--- config.mk ---
export PLATFORM = sky130hd
export DESIGN_NAME = frame_payload_ctrl_flat
export DESIGN_NICKNAME = d
export VERILOG_FILES = /design/src/rtl/frame_payload_ctrl_if.sv /design/src/rtl/frame_payload_ctrl.sv /design/src/flat_wrapper.sv
export SDC_FILE = /design/constraint.sdc
export NUM_CORES = 1
export LEC_CHECK = 0
export CAP_MARGIN = 25
export CORE_UTILIZATION = 60
export DETAILED_ROUTE_END_ITERATION = 8
export GPL_TIMING_DRIVEN = 0
export PLACE_DENSITY = 0.89
export SLEW_MARGIN = 20
export SYNTH_ARGS = -nofsm -noshare
export SYNTH_HDL_FRONTEND = slang
export SYNTH_SLANG_ARGS = --single-unit
--- constraint.sdc ---
create_clock -name clk -period 6.1 [get_ports clk]
set_input_delay 0.915 -clock clk [delete_from_list [all_inputs] [get_ports clk]]
set_output_delay 0.915 -clock clk [all_outputs]
set_load 0.005 [all_outputs]
--- src/rtl/frame_payload_ctrl_if.sv ---
// Payload byte stream from frame_payload_ctrl to its consumer.
// valid/ready handshake with an end-of-frame marker.
interface frame_payload_ctrl_if;
  logic [7:0] m_data;
  logic       m_valid;
  logic       m_ready;
  logic       m_last;

  modport master (output m_data, output m_valid, output m_last, input m_ready);
  modport slave  (input m_data, input m_valid, input m_last, output m_ready);
endinterface

--- src/rtl/frame_payload_ctrl.sv ---
// Frame payload extractor: admits whole frames by buffer space, captures payload
// speculatively, commits on the last byte and rolls back when alignment is lost.
module frame_payload_ctrl #(
  parameter int unsigned FRAME_LEN  = 12,
  parameter int unsigned HDR_LEN    = 2,
  parameter int unsigned FIFO_DEPTH = 32,
  parameter int unsigned CNT_W      = 16
) (
  input  logic                          clk,
  input  logic                          reset,
  input  logic [7:0]                    rx_data,
  input  logic [3:0]                    fr_byte_position,
  input  logic                          frame_detect,
  frame_payload_ctrl_if.master          m_if,
  input  logic                          clr_cnt,
  output logic [CNT_W-1:0]              frm_ok_cnt,
  output logic [CNT_W-1:0]              frm_drop_cnt,
  output logic [CNT_W-1:0]              frm_abort_cnt,
  output logic [$clog2(FIFO_DEPTH):0]   fifo_level
);

  localparam int unsigned AW          = $clog2(FIFO_DEPTH);
  localparam int unsigned PW          = AW + 1;
  localparam int unsigned PAYLOAD_LEN = FRAME_LEN - HDR_LEN;
  localparam logic [3:0]  HDR_POS     = 4'(HDR_LEN);
  localparam logic [3:0]  LAST_POS    = 4'(FRAME_LEN - 1);
  localparam logic [CNT_W-1:0] CNT_MAX = {CNT_W{1'b1}};

  typedef enum logic [1:0] {S_IDLE, S_CAPTURE, S_DROP} state_t;

  typedef struct packed {
    logic       last;
    logic [7:0] data;
  } entry_t;

  state_t        state, state_nxt;
  logic [PW-1:0] wr_spec, wr_commit, rd;
  logic [PW-1:0] spec_nxt, commit_nxt, base, used;
  logic [PW:0]   free;
  logic [3:0]    prev_pos, pos_nxt;
  logic          wr_en, wr_last, run_idle;
  logic          ok_inc, drop_inc, abort_inc;
  logic          rd_en;
  entry_t        mem [FIFO_DEPTH];
  entry_t        rd_entry;

  // Next-state: capture/commit/rollback; an aborting cycle is re-evaluated as IDLE.
  always_comb begin
    state_nxt  = state;
    spec_nxt   = wr_spec;
    commit_nxt = wr_commit;
    pos_nxt    = prev_pos;
    base       = wr_spec;
    wr_en      = 1'b0;
    wr_last    = 1'b0;
    run_idle   = 1'b0;
    ok_inc     = 1'b0;
    drop_inc   = 1'b0;
    abort_inc  = 1'b0;
    used       = '0;
    free       = '0;
    case (state)
      S_IDLE: run_idle = 1'b1;
      S_CAPTURE: begin
        if (frame_detect && (fr_byte_position == prev_pos + 4'd1)) begin
          wr_en    = 1'b1;
          pos_nxt  = fr_byte_position;
          spec_nxt = wr_spec + PW'(1);
          if (fr_byte_position == LAST_POS) begin
            wr_last    = 1'b1;
            commit_nxt = wr_spec + PW'(1);
            ok_inc     = 1'b1;
            state_nxt  = S_IDLE;
          end
        end else begin
          abort_inc = 1'b1;
          spec_nxt  = wr_commit;
          base      = wr_commit;
          state_nxt = S_IDLE;
          run_idle  = 1'b1;
        end
      end
      S_DROP: begin
        if (!frame_detect || (fr_byte_position == LAST_POS)) state_nxt = S_IDLE;
      end
      default: state_nxt = S_IDLE;
    endcase
    // Admission uses rd before this cycle's read, so it never over-admits.
    used = base - rd;
    free = (PW+1)'(FIFO_DEPTH) - (PW+1)'(used);
    if (run_idle && frame_detect && (fr_byte_position == HDR_POS)) begin
      if (free >= (PW+1)'(PAYLOAD_LEN)) begin
        wr_en     = 1'b1;
        spec_nxt  = base + PW'(1);
        pos_nxt   = fr_byte_position;
        state_nxt = S_CAPTURE;
      end else begin
        drop_inc  = 1'b1;
        state_nxt = S_DROP;
      end
    end
  end

  always_ff @(posedge clk or negedge reset) begin
    if (!reset) begin
      state     <= S_IDLE;
      wr_spec   <= '0;
      wr_commit <= '0;
      rd        <= '0;
      prev_pos  <= '0;
    end else begin
      state     <= state_nxt;
      wr_spec   <= spec_nxt;
      wr_commit <= commit_nxt;
      prev_pos  <= pos_nxt;
      if (rd_en) rd <= rd + PW'(1);
    end
  end

  always_ff @(posedge clk) begin
    if (wr_en) mem[base[AW-1:0]] <= '{last: wr_last, data: rx_data};
  end

  // Saturating statistics; a clear beats a same-cycle increment.
  always_ff @(posedge clk or negedge reset) begin
    if (!reset) begin
      frm_ok_cnt    <= '0;
      frm_drop_cnt  <= '0;
      frm_abort_cnt <= '0;
    end else if (clr_cnt) begin
      frm_ok_cnt    <= '0;
      frm_drop_cnt  <= '0;
      frm_abort_cnt <= '0;
    end else begin
      if (ok_inc && (frm_ok_cnt != CNT_MAX))       frm_ok_cnt    <= frm_ok_cnt + CNT_W'(1);
      if (drop_inc && (frm_drop_cnt != CNT_MAX))   frm_drop_cnt  <= frm_drop_cnt + CNT_W'(1);
      if (abort_inc && (frm_abort_cnt != CNT_MAX)) frm_abort_cnt <= frm_abort_cnt + CNT_W'(1);
    end
  end

  assign rd_entry       = mem[rd[AW-1:0]];
  assign m_if.m_valid   = (rd != wr_commit);
  assign m_if.m_data    = m_if.m_valid ? rd_entry.data : 8'h00;
  assign m_if.m_last    = m_if.m_valid & rd_entry.last;
  assign rd_en          = m_if.m_valid & m_if.m_ready;
  assign fifo_level     = wr_commit - rd;

endmodule

--- src/flat_wrapper.sv ---
// flat-port wrapper written by rule: the top's interface ports become plain ports
module frame_payload_ctrl_flat 
#(
  parameter int unsigned FRAME_LEN  = 12,
  parameter int unsigned HDR_LEN    = 2,
  parameter int unsigned FIFO_DEPTH = 32,
  parameter int unsigned CNT_W      = 16
)
  (clk, reset, rx_data, fr_byte_position, frame_detect, clr_cnt, frm_ok_cnt, frm_drop_cnt, frm_abort_cnt, fifo_level, m_if_m_data, m_if_m_valid, m_if_m_last, m_if_m_ready);
  frame_payload_ctrl_if m_if_i ();
  input  logic clk;
  input  logic reset;
  input  logic [7:0] rx_data;
  input  logic [3:0] fr_byte_position;
  input  logic frame_detect;
  input  logic clr_cnt;
  output logic [CNT_W-1:0] frm_ok_cnt;
  output logic [CNT_W-1:0] frm_drop_cnt;
  output logic [CNT_W-1:0] frm_abort_cnt;
  output logic [$clog2(FIFO_DEPTH):0] fifo_level;
  output wire logic [$bits(m_if_i.m_data)-1:0] m_if_m_data;
  output wire logic [$bits(m_if_i.m_valid)-1:0] m_if_m_valid;
  output wire logic [$bits(m_if_i.m_last)-1:0] m_if_m_last;
  input wire logic [$bits(m_if_i.m_ready)-1:0] m_if_m_ready;
  assign m_if_m_data = m_if_i.m_data;
  assign m_if_m_valid = m_if_i.m_valid;
  assign m_if_m_last = m_if_i.m_last;
  assign m_if_i.m_ready = m_if_m_ready;
  frame_payload_ctrl #(.FRAME_LEN(FRAME_LEN), .HDR_LEN(HDR_LEN), .FIFO_DEPTH(FIFO_DEPTH), .CNT_W(CNT_W)) u_core (.clk(clk), .reset(reset), .rx_data(rx_data), .fr_byte_position(fr_byte_position), .frame_detect(frame_detect), .m_if(m_if_i), .clr_cnt(clr_cnt), .frm_ok_cnt(frm_ok_cnt), .frm_drop_cnt(frm_drop_cnt), .frm_abort_cnt(frm_abort_cnt), .fifo_level(fifo_level));
endmodule
==> run metrics <==
HPWL after DPL=23.4 mm; WP data arrival=6.06 ns; Pwr Density=423 nW/um^2; GRT Total Usage=31.0%; CP max FO=10; Die H=163 microns; Root Buffer=clkbuf_16; Crit. End Element=flip-flop; min Tclk post-route=5.88 ns; Startpoint Class=primary input; CTS Buf Count=38; vias=9446; # IOs=81; RePlAce Congestion=0.860; maximum buffer depth of the clock tree=3; worst hold margin=0.343 ns; share of cells above drive strength 1=20.4%; Final Util=73.1%; CTS tree=yes; initial DRC count=1101; Final setup viols=0; pre-CTS setup slack=-1.52 ns; PnR worst setup slack=0.221 ns; Final Power=7.81 mW; vias in the first global route=9644; Slew @ Worst Pin=0.960 ns; clk_lat worst skew=0.53 ns; Pre-Repair DR Iteration Count=6; Yosys cell types=57; first-pass GRT wire length=59.6 mm; die span in x=163 microns; post-synthesis sequential area ratio=67.3%; Final Max Tran Viols=0; net count after synthesis=1000; Post-synth ARST share=20.0%; clk sink count=360; vias per cell=6.50; largest net degree at the start of global routing=42; final net count=1136; commonest non-fill, non-tap cell in the layout=edfxtp_1; TNS Setup=0 ns; status=completed; kind of critical path=in2reg; routed wire length=39.3 mm; main area contributors after synthesis=edfxtp_1 (56%), mux4_2 (13%), dfrtp_1 (12%), xor2_1 (2.0%), nor2_1 (1.9%); max cap viols=0; Post-DRT Antenna Nets=0; total grt overflow=0; post-synth top area share=55.7%; critical path required time=6.28 ns; n_diodes=0; core region area=25300 sq um; Synth-to-Final Area Change=18.8%; Ys Warns=0; most frequent cells in the layout=edfxtp_1 (288), mux4_2 (90), nand2_1 (77); hold_buf cts=0; leading area contributor after synthesis=edfxtp_1; Leakage Power=6.35 nW; htree depth=2; post-synthesis register bit count=360; final hold vios=0; final cycle utilization of the critical path=96.4%; IO buf count=79; Cells after Synth=959; Top FF cell, synth=edfxtp_1; die area=26500 sq um; maximum clock rate=170 MHz; Clock Skew=0.0325 ns; antenna violations before repair=0; drt drc=0; Clock Pin Slew Worst Setup and Hold Paths=0.06 ns; Peak VDD IR=0.000276 V; Slew headroom=36.0%; row cnt=58; Post-synth EDFFs=288; Initial Util=61.5%; post-DR wirelength/cell=27.1 microns; Hold Path Class=in2async; Syn Area/Cell=16.2 sq um; post-synthesis instance area=15500 sq um; RSZ-0062 raised after global routing=false
## cell usage after synthesis, drive strengths merged (2+ instances only)
| cell | instances |
|---|---|
| mux2i | 5 |
| fa | 2 |
| buf | 11 |
| nand3b | 4 |
| inv | 19 |
| a31oi | 4 |
| nand2 | 77 |
| or3 | 12 |
| nand4 | 15 |
| ha | 22 |
| a2111oi | 2 |
| xor2 | 35 |
| nor2b | 7 |
| a21oi | 26 |
| clkbuf | 25 |
| and3 | 10 |
| edfxtp | 288 |
| and2 | 5 |
| dfrtp | 72 |
| mux4 | 90 |
| o211ai | 3 |
| o31ai | 4 |
| a21boi | 2 |
| nor3 | 11 |
| o221ai | 3 |
| and4 | 5 |
| mux2 | 6 |
| nor2 | 81 |
| a21o | 3 |
| nand2b | 10 |
| nand3 | 27 |
| o21ai | 31 |
| xnor2 | 29 |
## worst paths after layout
kind                            depth (start not counted)                          from  slack, ns                              endpoint
max in group asynchronous                               2                         reset       5.19  u_core.frm_abort_cnt[14]$_DFFE_PN0P_
worst max-delay path                                   20           fr_byte_position[3]       0.22           u_core.mem[29][4]$_DFFE_PP_
worst min-delay path                                    1                         reset       0.34     u_core.frm_ok_cnt[14]$_DFFE_PN0P_
worst max register to register                         20  u_core.prev_pos[0]$_DFF_PN0_       0.50           u_core.mem[29][4]$_DFFE_PP_
worst min register to register                          1  u_core.prev_pos[3]$_DFF_PN0_       0.53          u_core.prev_pos[3]$_DFF_PN0_
min in group clk                                        1  u_core.prev_pos[3]$_DFF_PN0_       0.53          u_core.prev_pos[3]$_DFF_PN0_
## power breakdown
part | switching (mW) | internal [mW]
clock | 0.948 | 1.40
combinational | 1.47 | 1.20
sequential | 0.0767 | 2.71
total | 2.50 | 5.32
## flip-flops by register name, indices dropped and copies added, names as in the netlist
name / flops
u_core.rd: 6
u_core.wr_spec: 6
u_core.frm_ok_cnt: 16
u_core.prev_pos: 4
u_core.state: 2
u_core.mem: 288
u_core.wr_commit: 6
u_core.frm_drop_cnt: 16
u_core.frm_abort_cnt: 16
## per-layer routing
layer	vias to the layer above	track usage [%]	part of all wire, %
li1	3974	-	-
met1	4746	40.0	37
met2	594	51.9	50
met3	132	6.16	8.6
met4	0	12.4	4.5
met5	-	0	0
## through the flow
step | cells | instance area, sq um
after CTS | 1445 | 18400
after detailed placement | 1369 | 16800
after global routing | 1453 | 18500
after global placement | 1368 | 16700
after floorplan | 959 | 15500
final | 1453 | 18500
## kinds of logic after synthesis
kind of cell	synth area share [%]
flops	67.3
simple gates	8.38
mux	13.8
compound gates	3.48
xor+xnor	3.61
buf+inv	1.42
fa+ha+maj	2.03
## what timing repair did
item / in CTS / in global routing
pin swaps: 4 / 5
setup buffers: 8 / 8
resized for setup: 74 / 9
endpoints found under the setup margin: 314 / 299
## worst max-delay path: stages
cell and delay [ns]:
clkdlybuf4s50_1 0.53, xor2_1 0.25, xnor2_2 0.19, nor3_4 0.34, nor2_4 0.12, nand2_1 0.12
a21boi_2 0.30, inv_1 0.20, ha_1 0.37, and3b_1 0.20, or3_4 0.38, and2_4 0.17
or4_1 0.48, o211ai_1 0.16, mux2i_4 0.17, buf_6 0.18, nor2_4 0.32, o21ai_4 0.14
buf_4 0.21, nor2_4 0.29
## layout make-up
| class | count | area [sq um] |
|---|---|---|
| clock buffer | 52 | 1030 |
| tap | 330 | 413 |
| buffer | 36 | 150 |
| timing repair buffer | 96 | 938 |
| sequential | 360 | 10500 |
| multi-input combinational | 543 | 5190 |
| inverter | 20 | 75.1 |
| clock inverter | 16 | 203 |
| fill | 1478 | 6800 |
Note: power is estimated with default switching activity, not from simulation.
